### config.mk
export PLATFORM = sky130hd
export DESIGN_NAME = lockin_frame_scheduler
export DESIGN_NICKNAME = d
export VERILOG_FILES = /design/src/rtl/lockin_frame_scheduler.sv
export SDC_FILE = /design/constraint.sdc
export NUM_CORES = 1
export LEC_CHECK = 0
export CAP_MARGIN = 20
export CORE_MARGIN = 2
export CORE_UTILIZATION = 40
export DETAILED_ROUTE_END_ITERATION = 8
export PLACE_DENSITY = 0.67
export SETUP_SLACK_MARGIN = 0.1
export SKIP_CTS_REPAIR_TIMING = 1
export SKIP_LAST_GASP = 1
export SLEW_MARGIN = 15
export SYNTH_ARGS = -nofsm -noshare
export SYNTH_HDL_FRONTEND = slang
export SYNTH_SLANG_ARGS = --single-unit
### constraint.sdc
create_clock -name clk_i -period 4.5 [get_ports clk_i]
set_input_delay 0.9 -clock clk_i [delete_from_list [all_inputs] [get_ports clk_i]]
set_output_delay 0.9 -clock clk_i [all_outputs]
set_load 0.05 [all_outputs]
### src/rtl/lockin_frame_scheduler.sv
// Lock-in result framer: boxcar-averages 2^shift x/y pairs and streams each
// average as a three-word frame (header, x, y) on a valid/ready link.
module lockin_frame_scheduler #(
    parameter int NUM_BITS = 24,
    parameter int SHIFT_W  = 4,
    parameter int ACC_BITS = NUM_BITS + 2**SHIFT_W
) (
    input  logic                clk_i,
    input  logic                reset_i,
    input  logic                enable_i,
    input  logic [SHIFT_W-1:0]  shift_i,
    input  logic                done_i,
    input  logic [NUM_BITS-1:0] x_i,
    input  logic [NUM_BITS-1:0] y_i,
    output logic [31:0]         data_o,
    output logic                valid_o,
    input  logic                ready_i,
    output logic                last_o,
    output logic                overrun_o,
    input  logic                clear_overrun_i,
    output logic [15:0]         seq_o
);

    localparam int CNT_W = 2**SHIFT_W;

    typedef enum logic [1:0] {
        ST_IDLE = 2'd0,
        ST_HDR  = 2'd1,
        ST_XW   = 2'd2,
        ST_YW   = 2'd3
    } state_t;

    state_t                      state_r, state_nxt_s;
    logic signed [ACC_BITS-1:0]  acc_x_r, acc_y_r;
    logic        [CNT_W-1:0]     cnt_r;
    logic        [SHIFT_W-1:0]   shift_r;
    logic        [31:0]          hdr_r;
    logic        [NUM_BITS-1:0]  ax_r, ay_r;

    logic                        sample_s, win_done_s, hs_s, load_s, ovr_set_s;
    logic        [SHIFT_W-1:0]   eff_shift_s;
    logic        [CNT_W:0]       cnt_plus_s, win_len_s;
    logic signed [ACC_BITS-1:0]  x_ext_s, y_ext_s, sum_x_s, sum_y_s;
    logic        [NUM_BITS-1:0]  avg_x_s, avg_y_s, ax_buf_s, ay_buf_s;
    logic        [15:0]          seq_nxt_s;
    logic        [31:0]          hdr_new_s, hdr_buf_s, data_nxt_s;

    // The window length is taken from shift_i on the first sample and from the
    // latched copy afterwards, so mid-window changes are ignored.
    assign sample_s    = done_i && enable_i;
    assign eff_shift_s = (cnt_r == {CNT_W{1'b0}}) ? shift_i : shift_r;
    assign cnt_plus_s  = {1'b0, cnt_r} + {{CNT_W{1'b0}}, 1'b1};
    assign win_len_s   = {{CNT_W{1'b0}}, 1'b1} << eff_shift_s;
    assign win_done_s  = sample_s && (cnt_plus_s == win_len_s);

    assign x_ext_s = {{(ACC_BITS-NUM_BITS){x_i[NUM_BITS-1]}}, x_i};
    assign y_ext_s = {{(ACC_BITS-NUM_BITS){y_i[NUM_BITS-1]}}, y_i};
    assign sum_x_s = acc_x_r + x_ext_s;
    assign sum_y_s = acc_y_r + y_ext_s;
    assign avg_x_s = NUM_BITS'(sum_x_s >>> eff_shift_s);
    assign avg_y_s = NUM_BITS'(sum_y_s >>> eff_shift_s);

    assign hs_s      = valid_o && ready_i;
    assign hdr_new_s = {8'hA5, 4'h0, 4'(eff_shift_s), seq_nxt_s};
    assign hdr_buf_s = load_s ? hdr_new_s : hdr_r;
    assign ax_buf_s  = load_s ? avg_x_s : ax_r;
    assign ay_buf_s  = load_s ? avg_y_s : ay_r;

    // Accumulate samples of the current window; clear on completion or disable.
    always_ff @(posedge clk_i or negedge reset_i) begin
        if (!reset_i) begin
            acc_x_r <= '0;
            acc_y_r <= '0;
            cnt_r   <= '0;
            shift_r <= '0;
        end else begin
            if (sample_s && (cnt_r == {CNT_W{1'b0}})) begin
                shift_r <= shift_i;
            end
            if (!enable_i || win_done_s) begin
                acc_x_r <= '0;
                acc_y_r <= '0;
                cnt_r   <= '0;
            end else if (sample_s) begin
                acc_x_r <= sum_x_s;
                acc_y_r <= sum_y_s;
                cnt_r   <= cnt_plus_s[CNT_W-1:0];
            end
        end
    end

    // Frame sequencing: next state, frame loads, sequence count and overrun set.
    always_comb begin
        state_nxt_s = state_r;
        load_s      = 1'b0;
        seq_nxt_s   = seq_o;
        ovr_set_s   = 1'b0;
        case (state_r)
            ST_IDLE: begin
                if (win_done_s) begin
                    load_s      = 1'b1;
                    state_nxt_s = ST_HDR;
                end else begin
                    state_nxt_s = ST_IDLE;
                end
            end
            ST_HDR: begin
                ovr_set_s = win_done_s;
                if (hs_s) begin
                    state_nxt_s = ST_XW;
                end else begin
                    state_nxt_s = ST_HDR;
                end
            end
            ST_XW: begin
                ovr_set_s = win_done_s;
                if (hs_s) begin
                    state_nxt_s = ST_YW;
                end else begin
                    state_nxt_s = ST_XW;
                end
            end
            ST_YW: begin
                if (hs_s) begin
                    seq_nxt_s = seq_o + 16'd1;
                    if (win_done_s) begin
                        load_s      = 1'b1;
                        state_nxt_s = ST_HDR;
                    end else begin
                        state_nxt_s = ST_IDLE;
                    end
                end else begin
                    ovr_set_s   = win_done_s;
                    state_nxt_s = ST_YW;
                end
            end
            default: begin
                state_nxt_s = ST_IDLE;
            end
        endcase
    end

    // Select the word the link sees in the next cycle.
    always_comb begin
        data_nxt_s = 32'h0000_0000;
        case (state_nxt_s)
            ST_HDR:  data_nxt_s = hdr_buf_s;
            ST_XW:   data_nxt_s = {{(32-NUM_BITS){ax_buf_s[NUM_BITS-1]}}, ax_buf_s};
            ST_YW:   data_nxt_s = {{(32-NUM_BITS){ay_buf_s[NUM_BITS-1]}}, ay_buf_s};
            default: data_nxt_s = 32'h0000_0000;
        endcase
    end

    // Register FSM state, frame buffer and all link-facing outputs.
    always_ff @(posedge clk_i or negedge reset_i) begin
        if (!reset_i) begin
            state_r   <= ST_IDLE;
            hdr_r     <= '0;
            ax_r      <= '0;
            ay_r      <= '0;
            data_o    <= '0;
            valid_o   <= 1'b0;
            last_o    <= 1'b0;
            seq_o     <= '0;
        end else begin
            state_r <= state_nxt_s;
            hdr_r   <= hdr_buf_s;
            ax_r    <= ax_buf_s;
            ay_r    <= ay_buf_s;
            data_o  <= data_nxt_s;
            valid_o <= (state_nxt_s != ST_IDLE);
            last_o  <= (state_nxt_s == ST_YW);
            seq_o   <= seq_nxt_s;
        end
    end

    // Sticky overrun flag; a new overrun beats a simultaneous clear.
    always_ff @(posedge clk_i or negedge reset_i) begin
        if (!reset_i) begin
            overrun_o <= 1'b0;
        end else if (ovr_set_s) begin
            overrun_o <= 1'b1;
        end else if (clear_overrun_i) begin
            overrun_o <= 1'b0;
        end
    end

endmodule
==> impl_results.md <==
* I/O pin count at 109
* Slowest stage delay, CP at 0.55 ns
* Setup repair after global routing missed its margin: yes
* Drt pass-1 iters at 6
* Fin. max-slew vios at 0
* Antenna diodes at 0
* Req. time, crit path at 5.01 ns
* Initial antenna violation count at 0
* CTS max path bufs at 3
* Detail Route Antenna Nets at 0
* H-tree levels at 1
* Via count at 20500
* Drt total wl at between 70 and 80 mm
* Clock sink count at 231
* Slew headroom at roughly two fifths
* Critical path cell sequence: ha_1, nand3_2, or3_1, a41oi_1, a21oi_1, nor4b_2, nor4_4, buf_4, buf_4, and3_1, a211oi_2, buf_12, o311ai_0, o211ai_1
* Status: completed
* Pwr dens at 436 nW/um^2
* Share of layout cells above drive strength 1 at between 20% and 30%
* Max Cap Viol at 0
* Min Tclk post-route at 4.23 ns
* Initial core utilization at 40.7%
* Area Overhead vs Synth at 33.5%
* Setup TNS at 0 ns
* Final Hold Viols at 0
* Register area share after synthesis at between 30% and 40%
* CP Class: flip-flop to flip-flop
* GPL Wtd Cong at 0.973
* Die height at 222 um
* First-pass GRT wire length at 113 mm
* CTS Buf Count at 30
* CTS tree: built
* Die W at between 200 and 250 um
* Cells after Synth at 2294
* Cell mode on critical path: buf_4
* Startpoint type of the worst setup path: flip-flop
* Hold WC Path Type: primary input to asynchronous set/reset pin
* Arr. time, crit path at ~4.7 ns
* Iter 0 DRT Violations at between 1500 and 2000
* Fmax at 236 MHz
* Yosys reg bits at 231
* Post-DR wirelength/cell at 21.1 um
* Tcrit/Tclk final at 94.1%
* Skew final at around 0.027 ns
* DR vias/cell at 6.01
* Core Footprint at between 40000 and 50000 sq um
* # rows at between 70 and 80
* Synthesized Nets at 2438
* Slowest-stage cell, CP: a211oi_2
* Vias in the first global route at roughly 20000
* Cell variety after synth at 98
* Layout filler cell count at approximately 4300
* Synth Flop Type: dfrtp_1
* Root Driver: clkbuf_16
* GRT overflow at 0
* Yosys warnings at 0
* Worst skew pair latency at 0.61 ns
* Post-synth EDFFs at 0
* Dpl ws at -0.451 ns
* Syn_area_per_cell at 8.30 sq um
* Port Buffers at 108
* Worst-path clk slew at 0.07 ns
* Worst-path fanout max at 12
* Crit. End Element: flip-flop
* Pin count of the biggest net entering global routing at around 120
* Mapped cell area at 19000 sq um
* DR DRC count at 0
* Async SR Flop Fraction at between 90% and 100%
* Pleak at about 12 nW
* Die ar. at around 50000 sq um
* Final setup viols at 0
* Final Util at approximately 54%
* HPWL after DPL at roughly 55 mm
* # nets final at 2924
* Worst slew pin tran at 0.884 ns
* Worst vdd ir at about 0.3 mV
* Tot Pwr at about 0.011 W
* Total track usage at 28.4%
* Final worst slack at ~0.27 ns
-- worst paths after layout --
path / slack, ns / end / cells past startpoint / from
worst max-delay path: 0.27 / data_o[18]$_DFF_PN0_ / 14 / cnt_r[0]$_DFFE_PN0P_
min in group clk_i: 0.46 / hdr_r[31]$_DFF_PN0_ / 1 / hdr_r[31]$_DFF_PN0_
worst min register to register: 0.46 / hdr_r[31]$_DFF_PN0_ / 1 / hdr_r[31]$_DFF_PN0_
max in group asynchronous: 3.12 / data_o[11]$_DFF_PN0_ / 2 / reset_i
worst max register to register: 0.27 / data_o[18]$_DFF_PN0_ / 14 / cnt_r[0]$_DFFE_PN0P_
worst min-delay path: 0.24 / acc_y_r[24]$_DFFE_PN0P_ / 1 / reset_i
-- flip-flops by register name, indices dropped and copies added, names as in the netlist --
| register | cells |
|---|---|
| acc_x_r | 39 |
| acc_y_r | 39 |
| data_o | 32 |
| hdr_r | 32 |
| ax_r | 24 |
| ay_r | 24 |
| cnt_r | 16 |
| seq_o | 16 |
| shift_r | 4 |
| state_r | 2 |
| last_o | 1 |
| overrun_o | 1 |
| valid_o | 1 |
-- stage by stage --
stage	instances	hold WS (ns)	instance area, sq um
final	3411	0.240	25400
after global routing	3411	0.295	25400
after CTS	3400	0.283	25100
after detailed placement	3344	0.446	24100
after global placement	3344	0.443	24100
after floorplan	2294	0.427	19000
-- worst max-delay path: cells and delay by family, from the launching register on --
kind / cells / cell delay (ns)
flip-flops: 1 / 0.42
AND/OR/NAND/NOR: 5 / 1.33
AO/OA/AOI/OAI: 5 / 1.52
adder cells (fa/ha/maj): 1 / 0.30
buffers and inverters: 3 / 0.53
-- report_power, final --
part	leakage, nW	total (W)	switching [W]	internal (W)
logic	8.01	0.00590	0.00325	0.00265
registers	3.10	0.00262	0.000190	0.00243
clock network	0.503	0.00257	0.00107	0.00150
-- kinds of logic (layout without fill, tap and decap cells) --
group,count (synthesis),in the layout,share of synthesized area (%)
compound gates,776,777,28.2
xor+xnor,74,74,3.44
fa+ha+maj,86,86,5.73
buf+inv,190,699,4.55
flops,231,231,30.4
mux,105,105,5.87
simple gates,832,832,21.9
-- cell usage after synthesis (all sizes together), types with 41 or more instances --
cell	number	share of area, %
and2	57	1.9
ha	84	5.5
o21ai	174	4.6
nand2	290	5.7
dfrtp	231	30
o211ai	45	1.8
clkbuf	110	2.2
xnor2	41	1.9
a22o	61	2.8
buf	50	1.8
a211oi	51	2.1
nand4	43	1.5
a21oi	161	4.2
nand3	84	2.2
nor2	159	3.1
mux2i	71	3.9
-- placed cells by master (no fill, tap or decap), drive strengths merged, types with 43 or more instances in the layout --
cell type and count:
buf 505, nand2 290, dfrtp 231, o21ai 174, a21oi 161, nor2 159, clkdlybuf4s50 107, ha 84
nand3 84, mux2i 71, a22o 61, and2 57, a211oi 51, o211ai 46, nand4 43
-- metal layers --
layer  GRT usage, %  share of wire (%)  wire length [um]  vias to the layer above
li1               -                  -                 -                     9634
met1           36.5                 42             30400                     9942
met2           48.8                 48             34700                      781
met3           3.27                5.9              4280                      145
met4           10.7                3.8              2740                        0
met5              0                  0                 0                        -
-- final cells by class --
| class | count | area [sq um] | share of cell area, % |
|---|---|---|---|
| tap | 607 | 759 | 2.99 |
| timing repair buffer | 613 | 5090 | 20.0 |
| inverter | 30 | 113 | 0.443 |
| clock inverter | 22 | 270 | 1.06 |
| clock buffer | 34 | 786 | 3.09 |
| multi-input combinational | 1874 | 12600 | 49.6 |
| sequential | 231 | 5780 | 22.8 |
Note: power is estimated with default switching activity, not from simulation.
